===== src/rtl/fetch_unit_if.sv =====
// ROM read/ready channel plus decode-side valid/accept channel of the fetch unit.
// master: the fetch unit (drives ROM request and instruction head).
// slave: the surroundings (ROM model, decode stage, redirect source).
interface fetch_unit_if #(
  parameter int size_addr = 8
);
  logic                 mem_read;
  logic [size_addr-1:0] mem_address;
  logic                 mem_ready;
  logic [15:0]          mem_data;
  logic                 jump;
  logic [size_addr-1:0] jump_addr;
  logic                 inst_valid;
  logic [15:0]          inst_data;
  logic [size_addr-1:0] inst_pc;
  logic                 inst_accept;

  modport master (
    output mem_read, mem_address, inst_valid, inst_data, inst_pc,
    input  mem_ready, mem_data, jump, jump_addr, inst_accept
  );

  modport slave (
    input  mem_read, mem_address, inst_valid, inst_data, inst_pc,
    output mem_ready, mem_data, jump, jump_addr, inst_accept
  );
endinterface


===== src/rtl/fetch_unit.sv =====
// Instruction fetch: issues sequential ROM reads, buffers words in a small FIFO, redirects on jump.
// Latency: request on 1st enabled edge, ROM data on 2nd, word visible at the FIFO head after the 3rd.
// Backpressure: requests stop while buffered + in-flight words could reach depth; FETCH_PERF_EN adds counters.
module fetch_unit #(
  parameter int                   size_addr  = 8,
  parameter int                   depth      = 4,
  parameter logic [size_addr-1:0] reset_addr = '0
) (
  input  logic         clk,
  input  logic         rst_n,
  input  logic         enable,
  fetch_unit_if.master bus
`ifdef FETCH_PERF_EN
  ,
  output logic [15:0]  fetch_count,
  output logic [15:0]  flush_count
`endif
);

  localparam int ptr_w = (depth > 1) ? $clog2(depth) : 1;
  localparam int cnt_w = $clog2(depth) + 1;
  localparam int sum_w = cnt_w + 1;

  typedef struct packed {
    logic [15:0]          data;
    logic [size_addr-1:0] pc;
  } entry_t;

  logic                 req;
  logic [size_addr-1:0] addr;
  logic [size_addr-1:0] pc;
  logic [size_addr-1:0] resp_addr;
  logic                 discard;
  logic [ptr_w-1:0]     rd_ptr;
  logic [ptr_w-1:0]     wr_ptr;
  logic [cnt_w-1:0]     count;
  entry_t               fifo_mem [depth];

  logic                 issue;
  logic                 push;
  logic                 pop;
  logic [sum_w-1:0]     used;
  entry_t               head;

  // Credit check counts buffered words plus both possible in-flight responses,
  // ignoring a same-cycle pop so the FIFO can never be overrun.
  always_comb begin
    used  = sum_w'(count) + sum_w'(req) + sum_w'(bus.mem_ready);
    issue = enable && !bus.jump && (used < sum_w'(depth));
    push  = bus.mem_ready && !discard && !bus.jump;
    pop   = (count != '0) && bus.inst_accept && !bus.jump;
    head  = fifo_mem[rd_ptr];
  end

  // Request side: registered read strobe, address, program counter and redirect.
  always_ff @(posedge clk or negedge rst_n) begin
    if (!rst_n) begin
      req  <= 1'b0;
      addr <= '0;
      pc   <= reset_addr;
    end else begin
      req <= issue;
      if (issue) begin
        addr <= pc;
      end
      if (bus.jump) begin
        pc <= bus.jump_addr;
      end else if (issue) begin
        pc <= pc + size_addr'(1);
      end
    end
  end

  // Response tagging and post-redirect drop of the one response still in flight.
  always_ff @(posedge clk or negedge rst_n) begin
    if (!rst_n) begin
      resp_addr <= '0;
      discard   <= 1'b0;
    end else begin
      if (req) begin
        resp_addr <= addr;
      end
      discard <= bus.jump && req;
    end
  end

  // FIFO pointers and occupancy; a redirect empties the buffer outright.
  always_ff @(posedge clk or negedge rst_n) begin
    if (!rst_n) begin
      rd_ptr <= '0;
      wr_ptr <= '0;
      count  <= '0;
    end else if (bus.jump) begin
      rd_ptr <= '0;
      wr_ptr <= '0;
      count  <= '0;
    end else begin
      if (push) begin
        wr_ptr <= wr_ptr + ptr_w'(1);
      end
      if (pop) begin
        rd_ptr <= rd_ptr + ptr_w'(1);
      end
      case ({push, pop})
        2'b10:   count <= count + cnt_w'(1);
        2'b01:   count <= count - cnt_w'(1);
        default: count <= count;
      endcase
    end
  end

  // FIFO storage; contents are only visible through the occupancy-gated head.
  always_ff @(posedge clk) begin
    if (push) begin
      fifo_mem[wr_ptr] <= '{data: bus.mem_data, pc: resp_addr};
    end
  end

`ifdef FETCH_PERF_EN
  // Performance counters: accepted pushes and redirects, both wrapping.
  always_ff @(posedge clk or negedge rst_n) begin
    if (!rst_n) begin
      fetch_count <= '0;
      flush_count <= '0;
    end else begin
      if (push) begin
        fetch_count <= fetch_count + 16'd1;
      end
      if (bus.jump) begin
        flush_count <= flush_count + 16'd1;
      end
    end
  end
`endif

  assign bus.mem_read    = req;
  assign bus.mem_address = addr;
  assign bus.inst_valid  = (count != '0);
  assign bus.inst_data   = (count != '0) ? head.data : 16'h0000;
  assign bus.inst_pc     = (count != '0) ? head.pc : '0;

  // The credit rule must keep every push landing in a free slot.
  no_overflow: assert property (@(posedge clk) disable iff (!rst_n)
    !(push && (count == cnt_w'(depth))));

endmodule


===== src/flat_wrapper.sv =====
// flat-port wrapper written by rule: the top's interface ports become plain ports
module fetch_unit_flat 
#(
  parameter int                   size_addr  = 8,
  parameter int                   depth      = 4,
  parameter logic [size_addr-1:0] reset_addr = '0
)
  (clk, rst_n, enable, bus_mem_read, bus_mem_address, bus_inst_valid, bus_inst_data, bus_inst_pc, bus_mem_ready, bus_mem_data, bus_jump, bus_jump_addr, bus_inst_accept);
  fetch_unit_if #(.size_addr(size_addr)) bus_i ();
  input  logic clk;
  input  logic rst_n;
  input  logic enable;
  output wire logic [$bits(bus_i.mem_read)-1:0] bus_mem_read;
  output wire logic [$bits(bus_i.mem_address)-1:0] bus_mem_address;
  output wire logic [$bits(bus_i.inst_valid)-1:0] bus_inst_valid;
  output wire logic [$bits(bus_i.inst_data)-1:0] bus_inst_data;
  output wire logic [$bits(bus_i.inst_pc)-1:0] bus_inst_pc;
  input wire logic [$bits(bus_i.mem_ready)-1:0] bus_mem_ready;
  input wire logic [$bits(bus_i.mem_data)-1:0] bus_mem_data;
  input wire logic [$bits(bus_i.jump)-1:0] bus_jump;
  input wire logic [$bits(bus_i.jump_addr)-1:0] bus_jump_addr;
  input wire logic [$bits(bus_i.inst_accept)-1:0] bus_inst_accept;
  assign bus_mem_read = bus_i.mem_read;
  assign bus_mem_address = bus_i.mem_address;
  assign bus_inst_valid = bus_i.inst_valid;
  assign bus_inst_data = bus_i.inst_data;
  assign bus_inst_pc = bus_i.inst_pc;
  assign bus_i.mem_ready = bus_mem_ready;
  assign bus_i.mem_data = bus_mem_data;
  assign bus_i.jump = bus_jump;
  assign bus_i.jump_addr = bus_jump_addr;
  assign bus_i.inst_accept = bus_inst_accept;
  fetch_unit #(.size_addr(size_addr), .depth(depth), .reset_addr(reset_addr)) u_core (.clk(clk), .rst_n(rst_n), .enable(enable), .bus(bus_i));
endmodule

===== config.mk =====
export PLATFORM = sky130hd
export DESIGN_NAME = fetch_unit_flat
export DESIGN_NICKNAME = d
export VERILOG_FILES = /design/src/rtl/fetch_unit_if.sv /design/src/rtl/fetch_unit.sv /design/src/flat_wrapper.sv
export SDC_FILE = /design/constraint.sdc
export NUM_CORES = 1
export LEC_CHECK = 0
export CAP_MARGIN = 20
export CORE_ASPECT_RATIO = 0.7
export CORE_UTILIZATION = 40
export CTS_BUF_LIST = sky130_fd_sc_hd__clkbuf_2
export CTS_CLUSTER_DIAMETER = 30
export DETAILED_ROUTE_END_ITERATION = 8
export DONT_BUFFER_PORTS = 1
export REMOVE_ABC_BUFFERS = 1
export SYNTH_ARGS = -nofsm -noshare
export SYNTH_HDL_FRONTEND = slang
export SYNTH_SLANG_ARGS = --single-unit
export TNS_END_PERCENT = 10

===== constraint.sdc =====
create_clock -name clk -period 2.42 [get_ports clk]
set_clock_uncertainty 0.2 [all_clocks]
set_input_delay 0.242 -clock clk [delete_from_list [all_inputs] [get_ports clk]]
set_output_delay 0.242 -clock clk [all_outputs]
set_load 0.1 [all_outputs]

==> results.md, run 1 <==
* Status: finished, violations left
* Violations in the final reports: design-rule violations, negative setup slack
* Mean number of vias per cell at 5.11
* Setup tns final at -3.96 ns
* Path depth of the worst reg2reg path at 6
* HP Start: bus_mem_data[9]
* Arrival time worst endpoint at 2.18 ns
* Crit path max-delay family: multiplexers
* IO Pins at 64
* Initial core utilization at 0.415
* Setup repair after global routing missed its margin: yes
* Maximum level of the CTS H-tree at 4
* Cell depth of the worst min-delay path at 1
* Mean instance size in the synthesized netlist at 17.9 um^2
* Horizontal die dimension at 139 um
* Layout Cell Area excl Fill at 6910 um^2
* Dominant cell type by count on the critical path: buf_12
* Total placed instance area at 5970 um^2
* Share of cells above drive strength 1 at 0.365
* Via count of the first global-routing pass at 3016
* Netlist area before placement at 5230 um^2
* Gp weighted congestion at 0.803
* Post-DRT Antenna Nets at 0
* Peak VDD IR at 0.00106 V
* Worst Setup Slack post-DPL at 0.222 ns
* Final period util at 1.08
* Worst hold-check slack at 0.0677 ns
* Number of placement rows at 34
* Worst relative slew slack at 0.349
* Number of I/O port buffers at 0
* Largest stage delay, worst path at 0.55 ns
* Flops & latches, synth at 129
* Count of synthesis-stage warnings from yosys at 0
* Highest clock frequency the design can meet at 382 MHz
* TritonCTS clock tree: done
* DRC violations left at 6
* Full die area at 13500 um^2
* Hold violation count in the final report at 0
* Clock sink total at 129
* Clock root buffer: clkbuf_2
* Worst-skew pair later-pin latency at 0.67 ns
* Final Routed Wirelength at 10100 um
* Number of CTS-inserted buffers at 17
* Yosys cell types at 38
* Power per cell area at 1360 nW/um^2
* Pins Over Slew Limit at 0
* CP Launch Type: flip-flop
* Worst setup EP type: output pin
* Via count at 2846
* DP Wirelength at 6000 um
* Setup violations, final at 25
* Syn Inst Count at 292
* Endpoint of the worst hold path: u_core.fifo_mem[0][17]
* Worst-path cell with the longest stage delay: mux4_2
* Gr usage total at 0.163
* Overall power at 0.00943 W
* Worst r2r src: u_core.count[0]
* Count of buffers added by post-CTS timing repair for setup at 0
* Crit path time final at 2.62 ns
* Peak fanout along the critical path at 12
* Wire length of the first global-routing pass at 16300 um
* Number of design-rule violations left by the first detailed-router iteration at 181
* Nets@finish at 419
* Sequential cell area fraction in the yosys report at 0.709
* Min-delay worst type: in2reg
* CTS clk-pin slew, worst paths at 0.20 ns
* Maximum number of pins on one net before global-route repair at 34
* Max-cap violations at 0
* CP Class: reg2out
* Antenna Cells at 0
* Fillers at 1011
* Leakage at 2.52 nW
* Final setup margin at -0.200 ns
* Antenna violations before repair at 0
* Average wire per standard cell at 18.1 um
* Area of the core region at 12600 um^2
* Most common library cell in the layout ignoring fill and taps: edfxtp_1
* Crit path required time at 1.98 ns
* Ordered cell list for the critical path: buf_12 > mux4_2 > and2_4 > buf_12
* Capture point of the worst reg-to-reg path: u_core.pc[7]
* Least-Margin Pin Slew at 0.977 ns
* Reg-to-reg slack, setup at 0.01 ns
* Area growth from synthesis to final layout at 32.1%
* Buffer depth of the longest clock path at 2
* Drt pass-1 iters at 6
* Die Y-Extent at 97.7 um
* Commonest cells after routing, fill and taps aside: edfxtp_1, dlygate4sd3_1, dfrtp_1
* Buf/Inv on CP at 2
* Leftover overflow at the end of global routing at 0
==> worst max path at each step <==
stage / from / to / cells past startpoint / slack [ns]
finish: u_core.rd_ptr[0] / bus_inst_pc[3] / 4 / -0.20
global route: u_core.rd_ptr[0] / bus_inst_pc[7] / 4 / -0.34
CTS: u_core.rd_ptr[0] / bus_inst_pc[3] / 4 / -0.28
detailed placement: u_core.count[0] / u_core.pc[6] / 5 / 0.22
global placement: u_core.count[0] / u_core.pc[6] / 5 / 0.26
floorplan: u_core.count[1] / bus_inst_data[0] / 2 / -0.34
==> sequential cells by signal, summed over array words and instances (netlist names) <==
name                    flops
u_core.count                3
u_core.wr_ptr               2
u_core.pc                   8
u_core.fifo_mem            96
u_core.bus.mem_read         1
u_core.rd_ptr               2
u_core.bus.mem_address      8
u_core.resp_addr            8
u_core.discard              1
==> report_power, final <==
group | switching, W | internal [W]
sequential | 0.000611 | 0.00269
clock | 0.000823 | 0.000903
combinational | 0.00262 | 0.00178
total | 0.00405 | 0.00538
==> kinds of logic (layout without fill, tap and decap cells) <==
group,Yosys count,count (layout),synth area share
flops,129,129,0.709
compound gates,19,19,0.0246
xor+xnor,9,9,0.0151
simple gates,66,66,0.0730
fa+ha+maj,7,7,0.0182
buf+inv,19,122,0.0160
mux,43,43,0.144
==> cell type report <==
type                            instances  area [um^2]  share of cell area
Clock inverter                         15          254              0.0368
Clock buffer                           17         85.1              0.0123
Tap cell                              162          203              0.0293
Timing Repair Buffer                   85         1120               0.162
Inverter                                5         18.8             0.00272
Multi-Input combinational cell        144         1520               0.220
Sequential cell                       129         3710               0.537
==> routing by layer <==
| metal | GRT usage | share of wire | up-vias |
|---|---|---|---|
| met2 | 0.259 | 0.49 | 72 |
| met3 | 0.0478 | 0.056 | 13 |
| met1 | 0.210 | 0.45 | 1446 |
| met5 | 0 | 0 | - |
| met4 | 0.0718 | 0.0097 | 0 |
| li1 | - | - | 1315 |
==> stage by stage <==
stage | util | instances
detailed placement | 0.474 | 479
global route | 0.549 | 557
global placement | 0.474 | 479
CTS | 0.545 | 555
floorplan | - | 278
finish | 0.549 | 557
==> cell usage after synthesis <==
master	n	share of area
nand2b_4	1	0.0026
o31ai_1	2	0.0029
a211oi_1	2	0.0029
and4_1	1	0.0017
nor2_1	7	0.0050
nor2_4	1	0.0022
mux2_1	2	0.0043
clkbuf_1	8	0.0057
dfrtp_1	33	0.16
a21oi_1	2	0.0019
or4_1	2	0.0029
buf_2	4	0.0038
edfxtp_1	96	0.55
and2_1	27	0.032
nand2b_1	1	0.0012
o21ai_1	6	0.0057
xnor2_1	5	0.0084
nand3_1	5	0.0048
inv_1	5	0.0036
o2111ai_1	2	0.0034
nor3_1	3	0.0029
mux2_2	15	0.032
mux4_2	24	0.10
mux2i_1	2	0.0038
fa_1	1	0.0038
o31ai_2	1	0.0024
buf_6	1	0.0022
nor2b_1	1	0.0012
o211ai_1	1	0.0014
xor2_1	4	0.0067
and3_1	5	0.0060
a21o_1	2	0.0029
or3_1	1	0.0012
ha_1	6	0.014
nand2_1	10	0.0072
buf_1	1	0.00072
a31oi_1	1	0.0012
and4b_1	1	0.0019
==> what timing repair did <==
action / in CTS / in global routing
endpoints found under the setup margin: 25 / 28
hold buffers: 44 / 2
hold endpoints to repair: 128 / 5
resized for setup: 31 / 7
No activity file was read; power rests on OpenSTA's default activity.
==> inputs of run 2 (changes only) <==
GPL_TIMING_DRIVEN = 0   (was default)
==> run 2 against run 1 <==
Compared with the run above: the flow still finishes with violations (design-rule violations, negative setup slack); routed wire length increased by 0.42%; combinational power decreased by 22%; global-route usage about the same; critical path depth decreased by 1; core utilization decreased by 4.8 points; critical path type unchanged; largest cell class unchanged; sequential share of layout area increased by 5.3 points; flip-flop and latch count unchanged.
==> results.md, run 2 (synthesized netlist as in run 1, its figures left out) <==
* Leakage at 2.22 nW (-12%)
* Internal power contribution at 0.00411 W (-24%)
* Setup violations, final at 24 (-4.0%)
* Die Y-Extent at 97.7 um (unchanged)
* Largest stage delay, worst path at 0.52 ns (-0.03 ns)
* Grt met2 use at 0.264 (+0.00508)
* Crit path time final at 2.53 ns (-0.0889 ns)
* Setup repair after global routing missed its margin: yes
* Most common library cell in the layout ignoring fill and taps: edfxtp_1
* DP Wirelength at 6130 um (+2.3%)
* Ordered cell list for the critical path: buf_12 > mux4_2 > and2_4
* Final setup margin at -0.111 ns (+0.0889 ns)
* Full die area at 13500 um^2 (unchanged)
* Arrival time worst endpoint at 2.09 ns (-0.09 ns)
* Maximum level of the CTS H-tree at 4 (unchanged)
* Share of power burned in registers at 0.426 (+0.076)
* Post-DRT Antenna Nets at 0 (unchanged)
* Power per cell area at 1270 nW/um^2 (-7.1%)
* Combinational power share at 0.432 (-0.035)
* Least-Margin Pin Slew at 1.01 ns (+0.0352 ns)
* Worst relative slew slack at 0.326 (-0.0234)
* Switching power at 0.00387 W (-4.3%)
* Min-delay worst type: in2reg
* Number of CTS-inserted buffers at 17 (unchanged)
* Number of I/O port buffers at 0 (unchanged)
* TritonCTS clock tree: done
* Area of the core region at 12600 um^2 (unchanged)
* Leftover overflow at the end of global routing at 0 (unchanged)
* Number of design-rule violations left by the first detailed-router iteration at 70 (-61%)
* Final period util at 1.05 (-0.0367)
* Antenna Cells at 0 (unchanged)
* Via count of the first global-routing pass at 2919 (-3.2%)
* Crit path required time at 1.98 ns (about the same)
* Number of flip-flops in the largest register at 96 (unchanged)
* Commonest cells after routing, fill and taps aside: edfxtp_1, dlygate4sd3_1, dfrtp_1
* Peak VDD IR at 0.000582 V (-45%)
* Status: finished, violations left
* DRC violations left at 6 (unchanged)
* Antenna violations before repair at 0 (unchanged)
* Initial core utilization at 0.415 (unchanged)
* Number of placement rows at 34 (unchanged)
* Overall power at 0.00799 W (-15%)
* Area growth from synthesis to final layout at 20.5%
* Crit path max-delay family: multiplexers
* Max-cap violations at 0 (unchanged)
* Global routing met3 resource utilization at 0.0591 (+0.0113)
* Worst Setup Slack post-DPL at -0.0103 ns (-0.232 ns)
* Hold violation count in the final report at 0 (unchanged)
* Worst-path cell with the longest stage delay: mux4_2
* Portion of total power attributed to the clock network at 0.142 (-0.041)
* Buffer depth of the longest clock path at 2 (unchanged)
* Final Routed Wirelength at 10100 um (+0.42%)
* Maximum number of pins on one net before global-route repair at 34 (unchanged)
* Average wire per standard cell at 19.4 um (+7.1%)
* Global Route met1 Usage at 0.204 (-0.00602)
* Highest clock frequency the design can meet at 395 MHz (+3.5%)
* Horizontal die dimension at 139 um (unchanged)
* Largest reg by FF count: u_core.fifo_mem
* Gp weighted congestion at 0.763 (-5.0%)
* Worst-skew pair later-pin latency at 0.63 ns (-0.04 ns)
* CP Launch Type: flip-flop
* Gr usage total at 0.163 (about the same)
* Worst hold-check slack at 0.0842 ns (+0.0165 ns)
* Mean number of vias per cell at 5.23 (+2.4%)
* Wire length of the first global-routing pass at 16200 um (-0.63%)
* Pins Over Slew Limit at 0 (unchanged)
* Share of cells above drive strength 1 at 0.342 (-0.0229)
* Nets@finish at 384 (-8.4%)
* IO Pins at 64 (unchanged)
* CTS clk-pin slew, worst paths at 0.19 ns (about the same)
* Buf/Inv on CP at 1 (-1)
* Violations in the final reports: design-rule violations, negative setup slack
* Clock root buffer: clkbuf_2
* Layer with the highest usage: met2
* Switch share at 0.485 (+0.0556)
* Clock sink total at 129 (unchanged)
* Drt pass-1 iters at 6 (unchanged)
* Worst setup EP type: output pin
* Via count at 2732 (-4.0%)
* Setup tns final at -2.17 ns (+1.79 ns)
* CP Class: reg2out
* Peak fanout along the critical path at 16 (+4)
run 2: layout make-up:
class	instances	area, um^2
Clock buffer	17	85.1
Clock inverter	15	121
Fill cell	1053	6290
Inverter	5	18.8
Multi-Input combinational cell	144	1520
Sequential cell	129	3720
Tap cell	162	203
Timing Repair Buffer	50	631
run 2: final timing paths:
kind / start / to / slack [ns] / cells after the start
hold / removal: bus_jump_addr[4] / u_core.pc[4] / 0.08 / 3
min in group asynchronous: rst_n / u_core.pc[7] / 0.43 / 4
hold reg to reg: u_core.resp_addr[5] / u_core.fifo_mem[0][5] / 0.35 / 0
setup / recovery: u_core.rd_ptr[0] / bus_inst_data[3] / -0.11 / 3
max in group asynchronous: rst_n / u_core.rd_ptr[0] / 1.38 / 4
setup reg to reg: u_core.count[0] / u_core.bus.mem_address[1] / 0.06 / 6
run 2: tightest hold or removal path, delay by kind of cell:
kind                   cells  cell delay (ns)
buffers and inverters      1             0.53
AND/OR/NAND/NOR            2             0.12
run 2: per-stage QoR:
stage                     std cells   util  area, um^2
after detailed placement        448  0.441        5550
after global routing            522  0.500        6300
after CTS                       522  0.499        6280
final                           522  0.500        6300
after floorplan                 278      -        5160
after global placement          440  0.426        5370
run 2: repair_timing:
item | 4_1_cts | 5_1_grt
endpoints found under the hold margin | 122 | 0
pin swaps | 3 | 0
gates resized for setup | 56 | 5
setup endpoints to repair | 49 | 43
gates cloned | 1 | 0
hold buffers | 36 | 0
buffers inserted | 5 | 0
run 2: power groups by stage:
stage | logic (W) | registers, W | clock network [W]
2_1_floorplan | 0.00248 | 0.00345 | 0
3_3_place_gp | 0.00266 | 0.00359 | 0
3_5_place_dp | 0.00292 | 0.00350 | 0
4_1_cts | 0.00346 | 0.00340 | 0.00118
5_1_grt | 0.00360 | 0.00344 | 0.00127
6_report | 0.00345 | 0.00340 | 0.00114
run 2: routing by layer:
metal	share of wire	wire length, um	up-vias
met5	0	0	-
met4	0.0037	37	0
met3	0.064	649	7
met2	0.50	5060	55
met1	0.43	4370	1435
li1	-	-	1235
